==> src/rtl/quad_pkg.sv <==
// Shared phase-state encodings, direction codes and the transition decoder
// for the quadrature decoder.
package quad_pkg;

  localparam logic [1:0] PH_00 = 2'b00;
  localparam logic [1:0] PH_01 = 2'b01;
  localparam logic [1:0] PH_11 = 2'b11;
  localparam logic [1:0] PH_10 = 2'b10;

  localparam logic DIR_UP = 1'b0;
  localparam logic DIR_DN = 1'b1;

  typedef enum logic [1:0] {
    DEC_NONE = 2'd0,
    DEC_UP   = 2'd1,
    DEC_DN   = 2'd2,
    DEC_ILL  = 2'd3
  } dec_t;

  // Classify an accepted {A,B} transition; both bits flipping is illegal.
  function automatic dec_t quad_decode(input logic [1:0] prev, input logic [1:0] nxt);
    dec_t d;
    d = DEC_NONE;
    if ((prev ^ nxt) == 2'b11) begin
      d = DEC_ILL;
    end else begin
      case ({prev, nxt})
        {PH_00, PH_01}, {PH_01, PH_11}, {PH_11, PH_10}, {PH_10, PH_00}: d = DEC_UP;
        {PH_01, PH_00}, {PH_11, PH_01}, {PH_10, PH_11}, {PH_00, PH_10}: d = DEC_DN;
        default: d = DEC_NONE;
      endcase
    end
    return d;
  endfunction

endpackage

==> src/rtl/quad_sync_filter.sv <==
// Two-flop synchroniser for both phases followed by a stability filter that
// accepts a phase state once it has been seen for FILTER consecutive clocks.
module quad_sync_filter
  import quad_pkg::*;
#(
  parameter int unsigned FILTER = 2
) (
  input  logic       clk,
  input  logic       rst_n,
  input  logic [1:0] phase,
  output logic [1:0] state,
  output logic [1:0] prev,
  output logic       accept
);

  localparam int unsigned CNT_W = 4;

  logic [1:0]       sync1;
  logic [1:0]       sync2;
  logic [1:0]       fill;
  logic [1:0]       cand;
  logic [CNT_W-1:0] cnt;
  logic             differ_c;
  logic             bump_c;
  logic             done_c;
  logic [CNT_W-1:0] cnt_nxt_c;

  // The synchroniser's reset zeros are not pin samples; fill masks them so a
  // part powered up with A=B=1 is not mistaken for a 00 -> 11 jump.
  always_comb begin
    differ_c  = (sync2 != cand);
    bump_c    = fill[1] && (differ_c || (cnt < CNT_W'(FILTER)));
    cnt_nxt_c = differ_c ? CNT_W'(1) : cnt + CNT_W'(1);
    done_c    = bump_c && (cnt_nxt_c == CNT_W'(FILTER));
  end

  always_ff @(posedge clk or negedge rst_n) begin
    if (!rst_n) begin
      sync1  <= PH_00;
      sync2  <= PH_00;
      fill   <= 2'b00;
      cand   <= PH_00;
      cnt    <= '0;
      state  <= PH_00;
      prev   <= PH_00;
      accept <= 1'b0;
    end else begin
      sync1  <= phase;
      sync2  <= sync1;
      fill   <= {fill[0], 1'b1};
      accept <= done_c;
      if (bump_c) begin
        cand <= sync2;
        cnt  <= cnt_nxt_c;
      end
      if (done_c) begin
        prev  <= state;
        state <= sync2;
      end
    end
  end

endmodule

==> src/rtl/quadrature_decoder.sv <==
// Quadrature decoder: filtered phase tracking, up/down position counter with
// load, direction bit, step pulse and sticky illegal-transition flag.
module quadrature_decoder
  import quad_pkg::*;
#(
  parameter int unsigned WIDTH  = 3,
  parameter int unsigned FILTER = 2
) (
  input  logic             Clk,
  input  logic             Clr,
  input  logic             A,
  input  logic             B,
  input  logic             En,
  input  logic             Load,
  input  logic [WIDTH-1:0] D,
  input  logic             ErrClr,
  output logic [WIDTH-1:0] Q,
  output logic             M,
  output logic             Step,
  output logic             Err
);

  logic [1:0] acc_state;
  logic [1:0] acc_prev;
  logic       accept;
  logic       init;
  dec_t       dec_c;
  logic       move_c;

  quad_sync_filter #(.FILTER(FILTER)) u_filter (
    .clk    (Clk),
    .rst_n  (Clr),
    .phase  ({A, B}),
    .state  (acc_state),
    .prev   (acc_prev),
    .accept (accept)
  );

  // The first acceptance after reset only establishes the reference state.
  always_comb begin
    dec_c  = (accept && !init) ? quad_decode(acc_prev, acc_state) : DEC_NONE;
    move_c = En && ((dec_c == DEC_UP) || (dec_c == DEC_DN));
  end

  always_ff @(posedge Clk or negedge Clr) begin
    if (!Clr) begin
      Q    <= '0;
      M    <= DIR_UP;
      Step <= 1'b0;
      Err  <= 1'b0;
      init <= 1'b1;
    end else begin
      Step <= 1'b0;
      if (accept) begin
        init <= 1'b0;
      end
      if (dec_c == DEC_ILL) begin
        Err <= 1'b1;
      end else if (ErrClr) begin
        Err <= 1'b0;
      end
      if (move_c) begin
        M <= (dec_c == DEC_DN) ? DIR_DN : DIR_UP;
      end
      if (Load) begin
        Q <= D;
      end else if (move_c) begin
        Q    <= (dec_c == DEC_UP) ? Q + WIDTH'(1) : Q - WIDTH'(1);
        Step <= 1'b1;
      end
    end
  end

endmodule

==> config.mk <==
export PLATFORM = sky130hd
export DESIGN_NAME = quadrature_decoder
export DESIGN_NICKNAME = d
export VERILOG_FILES = /design/src/rtl/quad_pkg.sv /design/src/rtl/quad_sync_filter.sv /design/src/rtl/quadrature_decoder.sv
export SDC_FILE = /design/constraint.sdc
export NUM_CORES = 1
export LEC_CHECK = 0
export ABC_AREA = 1
export CORE_UTILIZATION = 54
export CTS_CLUSTER_SIZE = 16
export DETAILED_ROUTE_END_ITERATION = 7
export MAX_ROUTING_LAYER = met4
export PLACE_DENSITY = 0.8
export SYNTH_ARGS = -nofsm -noshare
export SYNTH_HDL_FRONTEND = slang
export SYNTH_SLANG_ARGS = --single-unit
==> constraint.sdc <==
create_clock -name Clk -period 3.9 [get_ports Clk]
set_input_delay 0.975 -clock Clk [delete_from_list [all_inputs] [get_ports Clk]]
set_output_delay 0.975 -clock Clk [all_outputs]
set_load 0.02 [all_outputs]
==> impl_metrics.json <==
{
  "synth_area_leaders": "dfrtp_1 (51%), nand2_1 (9.6%), inv_1 (5.3%)",
  "startpoint": "Q[0]",
  "hold_buffers": 0,
  "hold_path_class": "register to register",
  "fmax_mhz": 425,
  "finalWeightedCongestion": 0.778,
  "synth_commonest_cells": "nand2_1 (29), dfrtp_1 (23), inv_1 (16)",
  "leakagePower_nw": 0.664,
  "synth_area_per_cell_um2": 9.49,
  "clock_latency_ns": 0.31,
  "postCtsSetupBuffers": 0,
  "yosysMostFrequentCell": "nand2_1",
  "syn_area_mm2": 0.00113,
  "cts_buffers": 3,
  "core_mm2": 0.00196,
  "synth_async_sr_flop_share": 1.00,
  "clk_path_buf_depth": 2,
  "num_rows": 16,
  "antenna_found_initial": 0,
  "power.total_mw": 0.592,
  "synth_top_cell_by_area": "dfrtp_1",
  "drc": 0,
  "dr.pass1.iters": 5,
  "via_per_inst": 4.80,
  "synth_fp_nets": 134,
  "yosysSeqAreaShare": 0.533,
  "clock-sinks": 24,
  "syn_inst": 119,
  "crit_required_ns": 2.92,
  "synth.distinct_cells": 25,
  "yosys_register_bits": 24,
  "critPathLaunchType": "register",
  "cts_resized": 0,
  "r2r.worst_path.cells": 11,
  "grt_overflow": 0,
  "power-per-cell-area_mw_per_mm2": 433,
  "dp_hpwl_mm": 1.31,
  "nets": 154,
  "r2r_end": "Q[2]",
  "worst-setup-path-type": "register to output port",
  "final.fill_count": 164,
  "synth-edff-count": 0,
  "diodes": 0,
  "multi_input_area_um2": 468,
  "vias": 792,
  "grt_pass1_wl_mm": 2.79,
  "antenna_left": 0,
  "cap_violations": 0,
  "cts.clk_slew.worst_paths_ns": 0.12,
  "cp-end-kind": "output port",
  "cts-root-buf": "clkbuf_4",
  "postRouteWirelength_mm": 1.76,
  "max_stage_delay_ns": 0.63,
  "synth_warnings": 0,
  "die_height_um": 47.7,
  "port_buffers": 15,
  "fin_crit_ns": 2.35,
  "start_util": 0.576,
  "finalSetupViolCount": 0,
  "max-slew-margin-rel": 0.334,
  "wl_per_cell_um": 10.7,
  "cp.arrival_ns": 1.38,
  "grt_setup_unrepaired": "no",
  "synth_flop_cell": "dfrtp_1",
  "r2r_start": "u_filter.state[0]",
  "first_global_vias": 671,
  "crit_fanout": 4,
  "fin_worst_skew_ns": 0.00355,
  "grt_util_all_layers": 0.196,
  "drt_iter0_drc": 18,
  "path_cells": "clkdlybuf4s50_1",
  "top_level_ports": 16,
  "drive_gt1_frac": 0.0942,
  "area_growth_pct": 20.9,
  "vdd_ir_drop_max_mv": 0.423,
  "cts_tree": "built",
  "crit_buf_inv": 1,
  "critPathSlowestCell": "clkdlybuf4s50_1",
  "hold_viol_final": 0,
  "synth_top_area_frac": 0.509,
  "rrSetupSlack_ns": 1.66,
  "status": "finished clean",
  "min_period_over_period": 0.604,
  "final_max_slew_viol_count": 0,
  "cts.htree.levels": 1,
  "worst_slew_pin_slew_ns": 0.996,
  "die-area_mm2": 0.00228,
  "cp-endpoint": "Q[0]",
  "seqCellArea_um2": 602,
  "die_w_um": 47.7,
  "crit_family": "buffers and inverters",
  "path_depth": 1,
  "grt_max_degree": 25,
  "final.setup.tns_ns": 0
}
==> metrics by stage <==
step                hold slack [ns]  cell area [µm²]  cells  utilization  setup slack, ns
finish                        0.363             1370    165        0.696             1.55
global route                  0.372             1370    165        0.696             1.45
CTS                           0.364             1370    165        0.696             1.53
detailed placement            0.335             1310    161        0.670             1.65
global placement              0.334             1310    161        0.670             1.67
floorplan                     0.331             1130    119            -             1.81
==> cells by family after synthesis <==
kind of cell	synth area share
multiplexers	0.00997
other	0.00332
adder cells (fa/ha/maj)	0.0620
AO/OA/AOI/OAI	0.0487
flip-flops	0.533
buffers and inverters	0.0532
AND/OR/NAND/NOR	0.236
XOR/XNOR	0.0543
==> report_power, final <==
part	leakage, nW	total (mW)	switching, mW	internal, mW
combinational	0.335	0.115	0.0619	0.0532
clock	0.0279	0.176	0.0719	0.104
sequential	0.301	0.301	0.0276	0.274
total	0.664	0.592	0.161	0.431
==> area by class of cell <==
type                    instances  area share
well taps                      27      0.0247
flip-flops and latches         24       0.440
clock inverters                 1      0.0220
repair buffers                 15       0.110
clock buffers                   3      0.0165
multi-input cells              79       0.342
inverters                      16      0.0440
==> placed cells by master, fill, tap and decap left out <==
master,Yosys,layout
clkbuf_4,0,3
o21bai_1,1,1
xnor2_1,2,2
nor2_4,2,2
nand3_2,1,1
nand2_4,1,1
a21oi_2,1,1
a21oi_1,1,1
inv_1,16,16
dfstp_2,1,1
nand2_1,29,29
nand3_1,11,11
bufinv_16,0,1
nor2_1,7,7
ha_1,4,4
xor2_1,5,5
clkdlybuf4s50_1,0,15
o21ai_0,4,4
nand3b_1,1,1
dfrtp_1,23,23
mux2_2,1,1
o211ai_1,1,1
conb_1,1,1
or2_1,1,1
nand2_2,2,2
nand4_1,1,1
fa_1,1,1
a31oi_1,1,1
==> state kept, by name (all words and copies together) (netlist names) <==
register,count
Q,3
Err,1
u_filter.cnt,4
init,1
u_filter.prev,2
u_filter.sync2,2
u_filter.state,2
Step,1
u_filter.sync1,2
M,1
u_filter.fill,2
u_filter.accept,1
u_filter.cand,2
==> metal layers <==
metal	up-vias	part of all wire	GRT usage
met2	12	0.51	0.314
met3	2	0.034	0.0679
met1	371	0.44	0.222
li1	407	-	-
met5	-	0	-
met4	0	0.012	0.0833
==> worst min-delay path by stage <==
stage                         to         startpoint  cells past startpoint
2_1_floorplan   u_filter.fill[1]   u_filter.fill[0]                      0
3_3_place_gp    u_filter.fill[1]   u_filter.fill[0]                      0
3_5_place_dp    u_filter.fill[1]   u_filter.fill[0]                      0
4_1_cts         u_filter.fill[1]   u_filter.fill[0]                      0
5_1_grt        u_filter.sync2[0]  u_filter.sync1[0]                      0
6_report        u_filter.fill[1]   u_filter.fill[0]                      0
(Power assumes the default switching activity.)
